==> src/rtl/bus_sequencer.sv <==
// Sequences one CPU cycle's data access and instruction fetch onto a single
// downstream memory port. A data access always goes before the fetch.
module bus_sequencer #(
    parameter int TIMEOUT = 255
) (
    input  logic        clk,
    input  logic        rst,
    input  logic        i_req,
    input  logic [31:0] iaddr,
    output logic [31:0] iin,
    input  logic [1:0]  drw,
    input  logic [31:0] daddr,
    input  logic [31:0] dout,
    output logic [31:0] din,
    output logic        cpu_stall,
    output logic        mem_req,
    output logic        mem_we,
    output logic [31:0] mem_addr,
    output logic [31:0] mem_wdata,
    input  logic [31:0] mem_rdata,
    input  logic        mem_ack,
    output logic        bus_err,
    output logic [1:0]  fsm_state
);

    typedef enum logic [1:0] {
        IDLE  = 2'd0,
        D_ACC = 2'd1,
        I_ACC = 2'd2,
        DONE  = 2'd3
    } state_t;

    state_t      state;
    logic [7:0]  wait_cnt;
    logic        ireq_q;
    logic [1:0]  drw_q;
    logic [31:0] iaddr_q;

    logic data_req;
    logic timeout_hit;
    logic acc_end;

    // Handshake: mem_req is held high from the entry edge of an access state
    // until the edge on which mem_ack is sampled high (or the wait counter
    // expires); mem_ack outside an access state carries no meaning.
    assign data_req    = (drw == 2'b01) || (drw == 2'b10);
    assign timeout_hit = !mem_ack && (wait_cnt == 8'(TIMEOUT - 1));
    assign acc_end     = mem_ack || timeout_hit;

    assign fsm_state = state;

    always_comb begin
        cpu_stall = 1'b0;
        case (state)
            IDLE:         cpu_stall = data_req || i_req;
            D_ACC, I_ACC: cpu_stall = 1'b1;
            default:      cpu_stall = 1'b0;
        endcase
    end

    always_ff @(posedge clk or posedge rst) begin
        if (rst) begin
            state     <= IDLE;
            wait_cnt  <= 8'd0;
            ireq_q    <= 1'b0;
            drw_q     <= 2'b00;
            iaddr_q   <= 32'd0;
            mem_req   <= 1'b0;
            mem_we    <= 1'b0;
            mem_addr  <= 32'd0;
            mem_wdata <= 32'd0;
            din       <= 32'd0;
            iin       <= 32'd0;
            bus_err   <= 1'b0;
        end else begin
            case (state)
                IDLE: begin
                    if (data_req || i_req) begin
                        ireq_q   <= i_req;
                        drw_q    <= drw;
                        iaddr_q  <= iaddr;
                        wait_cnt <= 8'd0;
                        mem_req  <= 1'b1;
                    end
                    if (data_req) begin
                        state     <= D_ACC;
                        mem_we    <= (drw == 2'b10);
                        mem_addr  <= {daddr[31:2], 2'b00};
                        mem_wdata <= dout;
                    end else if (i_req) begin
                        state    <= I_ACC;
                        mem_we   <= 1'b0;
                        mem_addr <= {iaddr[31:2], 2'b00};
                    end
                end
                D_ACC: begin
                    if (acc_end) begin
                        // A timed-out read returns zero rather than stale data.
                        if (drw_q == 2'b01)
                            din <= mem_ack ? mem_rdata : 32'd0;
                        if (timeout_hit)
                            bus_err <= 1'b1;
                        mem_we <= 1'b0;
                        if (ireq_q) begin
                            state    <= I_ACC;
                            mem_addr <= {iaddr_q[31:2], 2'b00};
                            wait_cnt <= 8'd0;
                        end else begin
                            state   <= DONE;
                            mem_req <= 1'b0;
                        end
                    end else begin
                        wait_cnt <= wait_cnt + 8'd1;
                    end
                end
                I_ACC: begin
                    if (acc_end) begin
                        iin <= mem_ack ? mem_rdata : 32'd0;
                        if (timeout_hit)
                            bus_err <= 1'b1;
                        state   <= DONE;
                        mem_req <= 1'b0;
                        mem_we  <= 1'b0;
                    end else begin
                        wait_cnt <= wait_cnt + 8'd1;
                    end
                end
                default: begin
                    state <= IDLE;
                end
            endcase
        end
    end

endmodule

==> config.mk <==
export PLATFORM = sky130hd
export DESIGN_NAME = bus_sequencer
export DESIGN_NICKNAME = d
export VERILOG_FILES = /design/src/rtl/bus_sequencer.sv
export SDC_FILE = /design/constraint.sdc
export NUM_CORES = 1
export LEC_CHECK = 0
export CAP_MARGIN = 25
export CORE_MARGIN = 2
export CORE_UTILIZATION = 45
export DETAILED_ROUTE_END_ITERATION = 6
export HOLD_SLACK_MARGIN = 0.02
export PLACE_DENSITY = 0.89
export SYNTH_ARGS = -nofsm -noshare
export SYNTH_HDL_FRONTEND = slang
export SYNTH_SLANG_ARGS = --single-unit
==> constraint.sdc <==
create_clock -name clk -period 18.1 [get_ports clk]
set_input_delay 4.525 -clock clk [delete_from_list [all_inputs] [get_ports clk]]
set_output_delay 4.525 -clock clk [all_outputs]
set_load 0.01 [all_outputs]
# Word level (Yosys, flattened, before mapping)
# Cells that the tools add are included.
# classes
eq_ne	15
mux	26
n_reduce_logical	20
addsub	1
# op_table
operator	count
two-way mux 32 bit	5
case mux 32 bit (2 select lines)	1
two-way mux 8 bit	4
case mux 8 bit (3 select lines)	1
!= test 2 bit (second input constant)	6
AND reduction 3 bit	4
adder 8 x 1 -> 8 bit (second input constant)	1
== test 8 bit (second input constant)	1
two-way mux 2 bit	4
AND reduction 4 bit	2
two-way mux 1 bit	7
== test 2 x 1 -> 1 bit (second input constant)	3
!= test 3 bit (second input constant)	2
case mux 2 bit (3 select lines)	1
AND reduction 2 bit	3
AND reduction 5 bit	1
== test 2 bit (second input constant)	2
case mux 1 bit (2 select lines)	2
nonzero test 2 bit	2
logical OR 1 bit	3
case mux 1 bit (3 select lines)	1
nonzero test 3 bit	1
zero test 2 bit	1
!= test 2 x 1 -> 1 bit (second input constant)	1
3 further kinds	3
# totals
word_cells	74
output_inout_bits	134
register_bits	176

# Logic depth before layout (Yosys ltp)
# Gate-level depths: netlist (run 1).
# depth
ltp_word	5
mapped_depth	8

# Worst setup path after synthesis (run 1)
# Ideal clock, no wire load.
# synth_timing
path_kind	input port to output port
startpoint	input drw[0]
endpoint	output cpu_stall
n_path_buf	2
slack_ns	7.949
arrival_time_ns	5.626
path_stages	7
required_time_ns	13.575
cell_sequence	inv_1 -> ha_1 -> buf_2 -> inv_1 -> o21ai_2 -> buf_2 -> a21oi_1
# synth_via
elab_chain_len	4
# synth_rtl
element	line	source
from (decl)	11	input logic [1:0] drw,
== test 2 x 1 -> 1 bit / == test 2 bit (equally long branches)	46	assign data_req = (drw == 2'b01) || (drw == 2'b10);
logical OR 1 bit (*)	46	
logical OR 1 bit (*)	55	IDLE: cpu_stall = data_req || i_req;
case mux 1 bit (2 select lines) (*)	54	case (state)
to (decl)	15	output logic cpu_stall,
# Every way passes the cells marked *; elsewhere a longest branch is shown, timed or not.

# Final worst setup path (run 1)
# Same ends and word-level chain as after synthesis.

==> run metrics, run 1 <==
GRT overflow 0; CP Class in -> out; Clock Power Share 0.196; Worst Skew 8.49 ps; Detail Placement HPWL 13,000 um; Pleak 4.65 nW; initial antenna violation count 0; min cycle time layout 12,130 ps; vias in the first global route 6,056; drt initial violations 372; Psw 0.624 mW; num rows 47; H-tree levels 4; share of cells above drive strength 1 0.188; worst-path fanout max 34; Worst Path Buf+Inv 5; crit path capture type primary output; R2R Path Start fsm_state[1]; register share of total power 0.341; status finished, final reports clean; met2 GRT Util 0.367; Slowest cell on crit path ha_2; startpoint types input pin; max-slew violation count 0; Critical Path AT 7600 ps; synth top area cells dfrtp_1, mux2_2, a32o_1; CP Cell Sequence clkdlybuf4s50_1 > inv_1 > ha_2 > inv_1 > o21ai_4 > buf_4 > a21oi_1 > clkdlybuf4s50_1; worst-case clock buffer depth 2; final setup fails 0; Comb pwr share 0.463; 1st-pass router iterations 4; Global Route met1 Usage 0.270; clock buffer count from CTS 17; sequential element share of the synthesized area 0.564; Rel. slew slack 0.299; leading register cell type out of synthesis dfrtp_1; CP peak stage delay 1020 ps; Clk Latency, worst-skew pair 410 ps; Post-synth EDFFs 0; FF-to-FF End mem_addr[10]; total number of vias 5,741; die area 18,000 um^2; final period utilization 0.670; I/O pin count 268; Inserted Diodes 0; Die Wd 134 um; via density per instance 5.53; cell count of the worst reg-to-reg path 7; PortBufs 261; gpl congestion 0.836; first-pass GRT wire length 31,000 um; Max Cap Viol 0; busiest grt layer met2; setup TNS 0 ps; top cell type's share of synthesized area 0.564; final hold violation count 0; M3 GR Usage 0.0559; worst path required time 13,570 ps; hold depth 1; DR DRC count 0; Crit path depth 8; internal power 1.31 mW; # clock sinks 172; Critical Path Sink cpu_stall; CP top delay family buffers and inverters; # hold bufs at CTS 0; Initial Util 0.460; Clk pin slew, worst setup/hold paths 70 ps; CP startpoint drw[0]; Routed WL 19,300 um; Post-synth ARST share 1.00; gr usage total 0.215; Core Footprint 16,600 um^2; largest area contributor in the netlist dfrtp_1; smallest hold slack 490 ps; Peak VDD IR 0.000103 V; synthesized area per cell 13.6 um^2; fin nets 947; Die Ht 134 um; Post-synth top cells dfrtp_1, mux2_2, a32o_1; cts repair resizes 0; most numerous cell in the Yosys netlist dfrtp_1; Syn-to-layout area delta 43.5%; synthesized area 7630 um^2; Ys Warns 0; FF+latch count, synth 172; cell count after synthesis 561; Worst Tran Pin Value 1050 ps; synth unique cells 51; CTS tree done; number of setup buffers added after CTS 0; Tightest Hold Check Type reg -> reg; largest net degree at the start of global routing 106; Root Driver clkbuf_16; average wire per standard cell 18.6 um; ANT nets after route 0; f_max 0.0824 GHz; total chip power 1.94 mW; switching part of the total 0.322; RSZ-0062 raised after global routing no; pwr/cell area 177 nW/um^2; flop2flop setup slack 15,320 ps
==> area by class of cell <==
class | instances | area, um^2
tap | 220 | 275
clock inverter | 13 | 164
clock buffer | 19 | 453
fill | 1242 | 5630
inverter | 12 | 50.0
multi-input combinational | 334 | 3040
sequential | 172 | 4300
timing repair buffer | 269 | 2670
==> stage by stage <==
step	utilization	cell area, um^2	cells	setup slack, ps
after floorplan	-	7630	562	7950
after global placement	0.623	10300	1007	6030
after detailed placement	0.623	10300	1007	6010
after CTS	0.660	10900	1039	5950
after global routing	0.660	10900	1039	5790
final	0.660	10900	1039	5970
==> flip-flops by register name, indices dropped and copies added, names as in the netlist <==
register	cells
drw_q	2
ireq_q	1
mem_addr	30
din	32
bus_err	1
iaddr_q	30
iin	32
mem_req	1
wait_cnt	8
mem_we	1
fsm_state	2
mem_wdata	32
==> per-layer routing <==
metal / up-vias / part of all wire
li1: 2596 / -
met1: 2896 / 0.40
met2: 225 / 0.51
met3: 24 / 0.066
met4: 0 / 0.019
met5: - / 0
==> kinds of logic after synthesis <==
| kind of cell | Yosys count | share of synthesized area |
|---|---|---|
| DFF | 172 | 0.564 |
| AOI/OAI and AO/OA | 134 | 0.144 |
| muxes | 126 | 0.196 |
| and+or+nand+nor | 65 | 0.0440 |
| buffers and inverters | 56 | 0.0400 |
| adders and majority gates | 7 | 0.0115 |
| other | 1 | 0.000492 |
==> cells in the final DEF (no fill, tap or decap), types with 4 or more instances in the layout <==
master,count
clkinv_2,4
dfrtp_1,172
nand2_1,37
a31oi_1,5
ha_1,5
inv_1,11
mux2_4,30
clkbuf_16,17
a32o_1,65
a21oi_1,5
mux2_2,66
o21ai_0,36
mux2i_1,30
buf_4,8
nand3_1,6
clkdlybuf4s50_1,260
==> worst min path at each step <==
stage	from	end	slack, ps
floorplan	drw_q[0]	drw_q[0]	450
global placement	bus_err	bus_err	460
detailed placement	iin[10]	iin[10]	480
CTS	iin[10]	iin[10]	490
global route	din[27]	din[27]	500
finish	din[12]	din[12]	490
==> power groups by stage <==
stage	clock network (mW)	registers (mW)	logic (mW)
after global routing	0.407	0.682	0.958
after detailed placement	0	0.666	0.900
final	0.380	0.661	0.897
after CTS	0.388	0.662	0.905
after global placement	0	0.656	0.878
after floorplan	0	0.719	0.441
Note: power is estimated with default switching activity, not from simulation.
==> inputs of run 2 (changes only) <==
CORE_UTILIZATION = 41   (was 45)
PLACE_DENSITY = 0.86   (was 0.89)
clock period = 9.8 ns   (was 18.1 ns; I/O delays follow)
==> run 2 against run 1 <==
  * Wire length down 1.2%
  * Setup slack worse by 3800 ps
  * Global-route usage down 1.8 points
  * Critical path type unchanged
  * Utilization down 5.4 points
  * Clock power up 73%
  * Sequential power up 85%
  * Clock-buffer cell count down 1
==> run metrics, run 2 (synthesis gave the netlist of run 1 again) <==
RSZ-0062 raised after global routing no; CP Cell Sequence clkdlybuf4s50_1 > inv_1 > ha_2 > buf_4 > inv_1 > o21ai_4 > buf_4 > a21oi_1 > clkdlybuf4s50_1; average wire per standard cell 18.1 um; CP peak stage delay 500 ps; H-tree levels 4; final hold violation count 0; crit path capture type primary output; gr usage total 0.197; min cycle time layout 7610 ps; CP top delay family buffers and inverters; CP startpoint drw[0]; Die Ht 140 um; Initial Util 0.422; fin nets 949; status finished, final reports clean; Slowest cell on crit path clkdlybuf4s50_1; share of cells above drive strength 1 0.190; most common cell after layout, fill and taps aside clkdlybuf4s50_1; setup TNS 0 ps; total number of vias 5,737; Die Wd 140 um; cell count of the worst reg-to-reg path 8; Inserted Diodes 0; Critical Path Sink cpu_stall; DR DRC count 0; Pleak 4.65 nW; final period utilization 0.777; final setup fails 0; PortBufs 261; Peak VDD IR 0.000152 V; # clock sinks 172; # hold bufs at CTS 0; Syn-to-layout area delta 43.7%; GRT overflow 0; Clk pin slew, worst setup/hold paths 70 ps; gpl congestion 0.824; Routed WL 19,100 um; FF-to-FF End din[14]; num rows 49; number of setup buffers added after CTS 0; worst-path fanout max 34; f_max 0.131 GHz; CTS tree done; initial antenna violation count 0; Design Area, Final 11,000 um^2; Detail Placement HPWL 12,800 um; cts repair resizes 0; largest net degree at the start of global routing 108; Worst Tran Pin Value 845 ps; Core Footprint 18,100 um^2; CP Class in -> out; flop2flop setup slack 7000 ps; max-slew violation count 0; Reg area 4300 um^2; Rel. slew slack 0.437; R2R Path Start fsm_state[1]; Worst Skew 9.65 ps; Worst Path Buf+Inv 6; worst-case clock buffer depth 2; smallest hold slack 472 ps; pwr/cell area 322 nW/um^2; Root Driver clkbuf_16; Largest regs din: 32 flops, iin: 32 flops, mem_wdata: 32 flops; Crit path depth 9; I/O pin count 268; clock buffer count from CTS 17; startpoint types input pin; vias in the first global route 5,915; worst path required time 7350 ps; Critical Path AT 5160 ps; Clk Latency, worst-skew pair 420 ps; Max Cap Viol 0; first-pass GRT wire length 30,800 um; ANT nets after route 0; 1st-pass router iterations 5; fill cell count 1,418; most frequent cells in the layout clkdlybuf4s50_1, dfrtp_1, mux2_2; DP Area 10,400 um^2; die area 19,700 um^2; Tightest Hold Check Type reg -> reg; drt initial violations 320; Multi-input gate area 3040 um^2; via density per instance 5.46
==> run 2: report_power, final <==
group          leakage, nW  switching, mW  internal, mW  total, mW
clock                0.282          0.311         0.347      0.658
combinational         2.25          0.682         0.969       1.65
sequential            2.11          0.182          1.04       1.22
total                 4.65           1.17          2.36       3.53
==> run 2: per-stage QoR <==
stage / setup slack (ps) / std cells / util / total power [mW]
floorplan: 2690 / 562 / - / 2.14
global placement: 2200 / 1017 / 0.572 / 2.84
detailed placement: 2180 / 1017 / 0.572 / 2.90
CTS: 2180 / 1049 / 0.604 / 3.57
global route: 2020 / 1050 / 0.606 / 3.74
finish: 2190 / 1050 / 0.606 / 3.53
==> run 2: layer usage <==
metal	up-vias	part of all wire	track usage
met2	235	0.50	0.339
met3	34	0.073	0.0523
met1	2854	0.40	0.239
li1	2614	-	-
met4	0	0.027	0.0739
met5	-	0	0
==> run 2: layout make-up <==
type                            count  share of cell area
Sequential cell                   172               0.393
Timing Repair Buffer              271               0.247
Multi-Input combinational cell    334               0.277
Clock buffer                       18              0.0401
Clock inverter                     14              0.0130
Tap cell                          229              0.0261
Inverter                           12             0.00457
==> run 2: worst min-delay path by stage <==
stage / start / endpoint / slack [ps] / cells after the start
final: bus_err / bus_err / 470 / 1
after global routing: iin[7] / iin[7] / 500 / 1
after CTS: bus_err / bus_err / 480 / 1
after detailed placement: bus_err / bus_err / 460 / 1
after global placement: bus_err / bus_err / 460 / 1
after floorplan: drw_q[0] / drw_q[0] / 450 / 2
